### config.mk
export PLATFORM = sky130hd
export DESIGN_NAME = isa_bus_master
export DESIGN_NICKNAME = d
export VERILOG_FILES = /design/src/rtl/isa_pkg.sv /design/src/rtl/isa_bus_master_timer.sv /design/src/rtl/isa_bus_master.sv
export SDC_FILE = /design/constraint.sdc
export NUM_CORES = 1
export LEC_CHECK = 0
export ABC_AREA = 1
export CAP_MARGIN = 10
export CORE_UTILIZATION = 39
export CTS_CLUSTER_SIZE = 40
export DETAILED_ROUTE_END_ITERATION = 6
export PLACE_DENSITY = 0.76
export SLEW_MARGIN = 20
export SYNTH_ARGS = -nofsm -noshare
export SYNTH_HDL_FRONTEND = slang
export SYNTH_SLANG_ARGS = --single-unit
### constraint.sdc
create_clock -name clk -period 1.59 [get_ports clk]
set_input_delay 0.318 -clock clk [delete_from_list [all_inputs] [get_ports clk]]
set_output_delay 0.318 -clock clk [all_outputs]
set_load 0.03 [all_outputs]
### src/rtl/isa_pkg.sv
// isa_pkg: shared definitions for the ISA bus master.
//   state_t    FSM state encoding (the WAIT state exists only with ISA_IOCHRDY_EN)
//   CTRL_*     bit positions inside control_in
//   FLOAT_BUS  value returned for a read that timed out on IOCHRDY
//   max2       helper used to size the shared phase counter
package isa_pkg;

   typedef enum logic [2:0] {
      ST_IDLE,
      ST_SETUP,
      ST_STROBE,
`ifdef ISA_IOCHRDY_EN
      ST_WAIT,
`endif
      ST_HOLD
   } state_t;

   localparam int CTRL_READ = 0;
   localparam int CTRL_MEM  = 1;
   localparam int CTRL_WORD = 2;

   localparam logic [15:0] FLOAT_BUS = 16'hFFFF;

   function automatic int max2(input int a, input int b);
      return (a > b) ? a : b;
   endfunction

endpackage

### src/rtl/isa_bus_master_timer.sv
// isa_phase_timer: loadable down-counter with zero flag, shared by every
// phase of the bus cycle (setup, strobe, hold and the IOCHRDY timeout).
//   i_clk       clock
//   i_rst_n     synchronous active-low reset
//   i_load      load i_load_val this edge (wins over counting)
//   i_load_val  cycles remaining minus one for the phase being entered
//   o_zero      high on the last cycle of the current phase
module isa_phase_timer #(
   parameter int W = 16
) (
   input  logic         i_clk,
   input  logic         i_rst_n,
   input  logic         i_load,
   input  logic [W-1:0] i_load_val,
   output logic         o_zero
);

   logic [W-1:0] r_cnt;

   always_ff @(posedge i_clk) begin
      if (!i_rst_n)
         r_cnt <= '0;
      else if (i_load)
         r_cnt <= i_load_val;
      else if (r_cnt != '0)
         r_cnt <= r_cnt - 1'b1;
   end

   assign o_zero = (r_cnt == '0);

endmodule

### src/rtl/isa_bus_master.sv
// isa_bus_master: runs one ISA bus cycle per start pulse.
// Optional feature macro: ISA_IOCHRDY_EN (IOCHRDY wait states + timeout).
// Inputs : clk, reset (sync, active low), start, address_in, data_in,
//          control_in {word, mem, read}, sd_in, iochrdy
// Outputs: sa, sd_out, sd_oe, bale, ior_n, iow_n, memr_n, memw_n, sbhe_n,
//          busy, done, read_data, timeout
module isa_bus_master
   import isa_pkg::*;
#(
   parameter int SETUP_CYCLES   = 2,
   parameter int STROBE_CYCLES  = 8,
   parameter int HOLD_CYCLES    = 2,
   parameter int TIMEOUT_CYCLES = 1024
) (
   input  logic        clk,
   input  logic        reset,
   input  logic        start,
   input  logic [15:0] address_in,
   input  logic [15:0] data_in,
   input  logic [7:0]  control_in,
   input  logic [15:0] sd_in,
   input  logic        iochrdy,
   output logic [15:0] sa,
   output logic [15:0] sd_out,
   output logic        sd_oe,
   output logic        bale,
   output logic        ior_n,
   output logic        iow_n,
   output logic        memr_n,
   output logic        memw_n,
   output logic        sbhe_n,
   output logic        busy,
   output logic        done,
   output logic [15:0] read_data,
   output logic        timeout
);

   // Counter holds "cycles left minus one", so it must reach the largest count.
   localparam int MAXC = max2(max2(SETUP_CYCLES, STROBE_CYCLES),
                              max2(HOLD_CYCLES, TIMEOUT_CYCLES));
   localparam int TW   = $clog2(MAXC + 1);

   state_t        r_state, w_next;
   logic [15:0]   r_addr, r_data, r_read_data;
   logic [2:0]    r_ctrl;
   logic          r_bale, r_done;
   logic          w_load, w_zero, w_capture, w_accept;
   logic [TW-1:0] w_load_val;
   logic          w_rd, w_mem, w_word, w_strobe;
   logic          w_unused;

   assign w_unused = &{1'b0, iochrdy, control_in[7:3]};

`ifdef ISA_IOCHRDY_EN
   logic r_to, w_to_set;
`endif

   isa_phase_timer #(.W(TW)) u_timer (
      .i_clk      (clk),
      .i_rst_n    (reset),
      .i_load     (w_load),
      .i_load_val (w_load_val),
      .o_zero     (w_zero)
   );

   always_ff @(posedge clk) begin
      if (!reset) begin
         r_state     <= ST_IDLE;
         r_addr      <= '0;
         r_data      <= '0;
         r_ctrl      <= '0;
         r_bale      <= 1'b0;
         r_done      <= 1'b0;
         r_read_data <= '0;
`ifdef ISA_IOCHRDY_EN
         r_to        <= 1'b0;
`endif
      end else begin
         r_state <= w_next;
         r_bale  <= w_accept;
         r_done  <= (r_state == ST_HOLD) && w_zero;
         if (w_accept) begin
            r_addr <= address_in;
            // Byte cycles never drive the high data lane.
            r_data <= data_in & (control_in[CTRL_WORD] ? 16'hFFFF : 16'h00FF);
            r_ctrl <= control_in[2:0];
`ifdef ISA_IOCHRDY_EN
            r_to   <= 1'b0;
`endif
         end
         if (w_capture && w_rd)
            r_read_data <= w_word ? sd_in : {8'h00, sd_in[7:0]};
`ifdef ISA_IOCHRDY_EN
         if (w_to_set) begin
            r_to        <= 1'b1;
            r_read_data <= FLOAT_BUS;
         end
`endif
      end
   end

   assign w_accept = (r_state == ST_IDLE) && start;

   always_comb begin
      w_next     = r_state;
      w_load     = 1'b0;
      w_load_val = '0;
      w_capture  = 1'b0;
`ifdef ISA_IOCHRDY_EN
      w_to_set   = 1'b0;
`endif
      case (r_state)
         ST_IDLE: if (start) begin
            w_next     = ST_SETUP;
            w_load     = 1'b1;
            w_load_val = TW'(SETUP_CYCLES - 1);
         end
         ST_SETUP: if (w_zero) begin
            w_next     = ST_STROBE;
            w_load     = 1'b1;
            w_load_val = TW'(STROBE_CYCLES - 1);
         end
         ST_STROBE: if (w_zero) begin
`ifdef ISA_IOCHRDY_EN
            if (!iochrdy) begin
               w_next     = ST_WAIT;
               w_load     = 1'b1;
               w_load_val = TW'(TIMEOUT_CYCLES - 1);
            end else
`endif
            begin
               w_next     = ST_HOLD;
               w_load     = 1'b1;
               w_load_val = TW'(HOLD_CYCLES - 1);
               w_capture  = 1'b1;
            end
         end
`ifdef ISA_IOCHRDY_EN
         // Ready wins over a timeout expiring in the same cycle.
         ST_WAIT: if (iochrdy || w_zero) begin
            w_next     = ST_HOLD;
            w_load     = 1'b1;
            w_load_val = TW'(HOLD_CYCLES - 1);
            w_capture  = iochrdy;
            w_to_set   = !iochrdy;
         end
`endif
         ST_HOLD: if (w_zero) w_next = ST_IDLE;
         default: w_next = ST_IDLE;
      endcase
   end

   assign w_rd   = r_ctrl[CTRL_READ];
   assign w_mem  = r_ctrl[CTRL_MEM];
   assign w_word = r_ctrl[CTRL_WORD];
`ifdef ISA_IOCHRDY_EN
   assign w_strobe = (r_state == ST_STROBE) || (r_state == ST_WAIT);
   assign timeout  = r_to;
`else
   assign w_strobe = (r_state == ST_STROBE);
   assign timeout  = 1'b0;
`endif

   assign busy      = (r_state != ST_IDLE);
   assign done      = r_done;
   assign bale      = r_bale;
   assign sa        = busy ? r_addr : '0;
   assign sbhe_n    = busy ? !w_word : 1'b1;
   assign sd_oe     = busy && !w_rd;
   assign sd_out    = sd_oe ? r_data : '0;
   assign ior_n     = !(w_strobe &&  w_rd && !w_mem);
   assign iow_n     = !(w_strobe && !w_rd && !w_mem);
   assign memr_n    = !(w_strobe &&  w_rd &&  w_mem);
   assign memw_n    = !(w_strobe && !w_rd &&  w_mem);
   assign read_data = r_read_data;

endmodule

* Word level (Yosys, flattened, before mapping)
Index checks and enable logic that the tools add are counted.
Cells by class: reductions and logical operators 24, $add $sub $neg 1, multiplexer cells 20, equal/unequal tests 7, bitwise operators 1
Operators by type and width (count):
- $mux W16 | 4
- $mux W11 | 2
- $and A16 B16 Y16 | 1
- $mux W3 | 5
- $pmux W3 S4 | 1
- $logic_not A11 Y1 | 1
- $reduce_bool A11 Y1 | 1
- $sub A11 B1 Y11 const B | 1
- $logic_and A1 B1 Y1 | 10
- $pmux W3 S3 | 1
- $ne A2 B2 Y1 const B | 4
- $logic_not A1 Y1 | 7
- $eq A3 B2 Y1 const B | 2
- $mux W1 | 6
- $reduce_and A4 Y1 | 1
- $eq A3 B1 Y1 const B | 1
- $logic_not A3 Y1 | 1
- $reduce_bool A3 Y1 | 1
- $pmux W1 S2 | 1
- $reduce_bool A2 Y1 | 1
- $reduce_or A2 Y1 | 1
Word-level totals: bits of input ports 60, logic and storage cells 61, output and inout port bits 58, register bits after elaboration 67

* Longest topological paths before layout
depth in word-level cells 4, depth in mapped cells 11, depth with buffers taken out 11

* Hierarchy
Synthesis repeated with hierarchy kept, for this count alone.
Second synthesis, totals: cell total of the unflattened synthesis 436, area total of the unflattened synthesis 3070.4 µm²
Modules (own cells, without submodules):
- isa_bus_master | seq. area each 1101.1 µm², cells an instance 318, times used 1, area each 2327.2 µm²
- isa_phase_timer | seq. area each 220.2 µm², cells an instance 118, times used 1, area each 743.2 µm²

* Worst setup path before layout
OpenSTA, ideal clock, no wires.
path kind register -> output, from register r_state[0], to output sd_out[10], setup slack -819 ps, required time 1272 ps, path buffers 2, stages on the path, launching flop included 8, arrival 2091 ps, cell sequence dfxtp_1 > inv_1 > ha_1 > buf_2 > nor2_1 > inv_1 > clkbuf_1 > nor2_1
On the way: longest elaborated chain between the ends 3
Ends and longest elaborated chain:
- from (decl) | RTL line isa_bus_master.sv:43 | state_t r_state, w_next;
- from (signal assigned) | RTL line isa_bus_master.sv:79 | r_state <= w_next;
- $reduce_bool A3 Y1 | RTL line isa_bus_master.sv:164 | assign busy = (r_state != ST_IDLE);
- $logic_and A1 B1 Y1 | RTL line isa_bus_master.sv:169 | assign sd_oe = busy && !w_rd;
- via sd_oe | RTL line isa_bus_master.sv:25 | output logic sd_oe,
- $mux W16 | RTL line isa_bus_master.sv:170 | assign sd_out = sd_oe ? r_data : '0;
- to (decl) | RTL line isa_bus_master.sv:24 | output logic [15:0] sd_out,
The timed path passes the listed nets, and every way through them passes these cells.

* Final worst setup path
from register r_state[0], to output sd_out[6]
On the way: longest elaborated chain between the ends 3
Ends and longest elaborated chain (RTL line):
- $reduce_bool A3 Y1 | isa_bus_master.sv:164
- $logic_and A1 B1 Y1 | isa_bus_master.sv:169
- $mux W16 | isa_bus_master.sv:170
Every way passes these cells.

==> impl_metrics.yaml <==
detailed_routing:
  num_vias: 2969
  dr_wl_met2_um: 4358
  wl_per_cell_um: 13.10
  drtPass1Iterations: 4
  drt_wl_total_um: 8318
  drtAntennaViolNets: 0
  vias_per_cell: 4.676
  top_layer: "met4"
  wl_met1_um: 3429
  drt-initial-drc-count: 93
  remaining_drc_errors: 0
  wl_met3_um: 375
hold_path:
  min_from: "r_addr[1]$_SDFFE_PN0P_"
  holdPathStages: 2
  hold_class: "reg -> reg"
  worstHoldEndpoint: "r_addr[1]$_SDFFE_PN0P_"
setup_path:
  cp_top_family: "buffers and inverters"
  r2r_start: "u_timer.r_cnt[1]$_SDFFE_PN0P_"
  critical_path_class: "reg -> out"
  critical-path-max-stage-delay_ns: 0.37
  worstRegToRegCells: 10
  rrSetupSlack_ns: 0
  cp_data_required_time_ns: 1.27
  critPathArrivalTime_ns: 1.47
  cpMostUsedCell: "nor2_4"
  reg2reg_to: "read_data[11]$_SDFFE_PN0P_"
  cp_num_buf_inv: 4
  path_cells: "inv_4, ha_4, nor2_4, buf_12, inv_8, nor2_4, buf_6"
  path_max_fanout: 8
  end_kind: "output port"
  cp_slowest_cell: "dfxtp_4"
  start_kind: "register"
pwr:
  p_sw_frac: 0.4380
  intPower_mw: 4.539
  p_switching_mw: 3.537
  p_per_area_mw_per_mm2: 1675
  clkPwrFrac: 0.173
  vdd_drop_max_mv: 0.6774
  leakage_nw: 2.029
  power_frac_comb: 0.550
  power_frac_seq: 0.277
run:
  maxCapViolations: 0
timing:
  fmax_ghz: 0.5591
  final-hold-violation-count: 0
  fin_crit_sh: 1.125
  fin_skew_ns: 0.008585
  setup_viol: 37
  rsz0062_at_grt: "yes"
  final.setup.worst_slack_ns: -0.1985
  period_minus_slack_ns: 1.789
  timing.hold.ws_ns: 0.4573
  setup_tns_ns: -5.108
  maxSlewViolCount: 0
global_route:
  grt_max_degree: 59
  grt-ovfl-total: 0
  grt_pass1_wl_um: 12170
  antenna_found_initial: 0
  grt_pass1_vias: 2709
  track_usage: 0.2020
placement:
  post-place-cells: 606
  place_congestion: 0.7939
  io_buffers: 110
  hpwl_um: 5377
cells_and_area:
  fillers: 614
  diodes: 0
  fin_cells: 635
  drive_gt1_frac: 0.2892
  syn_to_final_growth_pct: 64.00
  final_core_util: 0.6648
  finalNetCount: 598
die:
  core_sq_mm: 0.007253
  fp-row-count: 31
  die_area_sq_mm: 0.007891
  chipHeight_um: 88.83
  start_util: 0.4054
  pin_count: 118
  dieWidth_um: 88.83
synthesis:
  synth_fp_nets: 473
  synth_area_sq_mm: 0.002940
  synth.yosys.seq_area_share: 0.4494
  synth.distinct_cells: 32
  synth-seq-cells: 66
  synth_cells: 406
  yosysWarnings: 0
  postSynthAreaPerCell_sq_um: 7.242
clock_network:
  root_buffer: "clkbuf_8"
  clockBufferDepth: 2
  clkTransAtPathRegs_ns: 0.08
  cts_sinks: 66
  htreeDepth: 3
  cts_tree: "done"
  hold_buffers: 0
  numCtsBuffers: 9
  insertion_delay_ns: 0.34
outcome:
  status: "finished with violations"
  violations: "negative setup slack"
tightest hold or removal path, cell delays in order (launching register included):
cell and delay (ns):
dfxtp_1 0.30, inv_1 0.06, a21oi_1 0.05
power by group through the flow:
stage | Combinational (mW) | Clock, mW | Sequential, mW
after floorplan | 2.67 | 0 | 2.25
after global placement | 3.50 | 0 | 2.25
after detailed placement | 3.57 | 0 | 2.26
after CTS | 3.89 | 1.44 | 2.22
after global routing | 4.80 | 1.52 | 2.27
final | 4.44 | 1.40 | 2.24
timing repair:
action	4_1_cts	5_1_grt
resized for setup	52	56
cloned	1	3
setup endpoints to repair	58	69
pin swaps	2	9
setup buffers	4	5
final cells by class:
class                      count  area (sq um)  share of cell area
clock buffer                  12         145.1             0.03010
clock inverter                 4         51.30             0.01064
inverter                      55         239.0             0.04956
multi-input combinational    267          1627              0.3373
sequential                    66          1331              0.2761
tap                           99         123.9             0.02569
timing repair buffer         130          1285              0.2665
timing repair inverter         2         20.02            0.004152
layout by cell type (no fill, tap or decap), types with 20 or more instances in the layout:
cell | netlist | layout
nor2_4 | 1 | 20
buf_4 | 1 | 27
clkdlybuf4s50_1 | 0 | 53
dfxtp_1 | 66 | 62
buf_6 | 0 | 29
nor2_1 | 82 | 52
o21ai_0 | 33 | 25
inv_1 | 53 | 44
a21oi_1 | 48 | 42
nand2_1 | 48 | 43
through the flow:
step	instance area (sq um)	power, mW	setup WS, ns
after floorplan	3115	4.925	-0.1479
after global placement	4229	5.747	0.03799
final	4822	8.076	-0.1985
after detailed placement	4229	5.824	-0.04847
after CTS	4576	7.544	-0.1894
after global routing	4822	8.593	-0.2624
flip-flops by register name, summed over array words and instances, names as in the netlist:
register / flops
r_ctrl: 3
r_addr: 16
r_state: 2
u_timer.r_cnt: 11
read_data: 16
done: 1
r_data: 16
bale: 1
cell usage after synthesis (all sizes together):
library cell	n	area, sq um
buf	8	51.29
o21ai	35	178.9
nor3	10	60.06
a21oi	48	240.2
nand4	2	12.51
conb	1	3.750
clkinv	2	12.51
dfxtp	66	1321
nor2	88	364.1
nand3	12	72.57
or2	2	12.51
ha	7	87.58
inv	53	198.9
nand3b	2	15.01
clkbuf	12	45.04
a21o	1	7.510
xor2	2	17.52
xnor2	4	35.03
nand2	51	203.9
how the worst max path moves through the flow:
stage                                  startpoint                          to  slack [ns]  depth (start not counted)
floorplan                 r_state[1]$_SDFFE_PN0P_                  sd_out[10]       -0.15                          7
global placement          r_state[0]$_SDFFE_PN0P_                  sd_out[15]        0.04                          6
detailed placement  u_timer.r_cnt[1]$_SDFFE_PN0P_  read_data[11]$_SDFFE_PN0P_       -0.05                         10
CTS                       r_state[0]$_SDFFE_PN0P_                   sd_out[7]       -0.19                          7
global route              r_state[0]$_SDFFE_PN0P_                   sd_out[9]       -0.26                          7
finish                    r_state[0]$_SDFFE_PN0P_                   sd_out[6]       -0.20                          7
cell families (layout without fill, tap and decap cells):
group	after synthesis	in the layout	synth area share
buf+inv	75	203	0.1047
fa+ha+maj	7	7	0.02979
simple gates	167	169	0.2519
other cells	1	1	0.001275
flops	66	66	0.4494
xor+xnor	6	6	0.01787
compound gates	84	84	0.1451
routing by layer:
metal  vias to the layer above  track usage
li1                       1527            -
met1                      1352       0.2418
met2                        76       0.3448
met3                        14      0.04944
met4                         0      0.08651
met5                         -            0
Power figures use the tool's default switching activity.
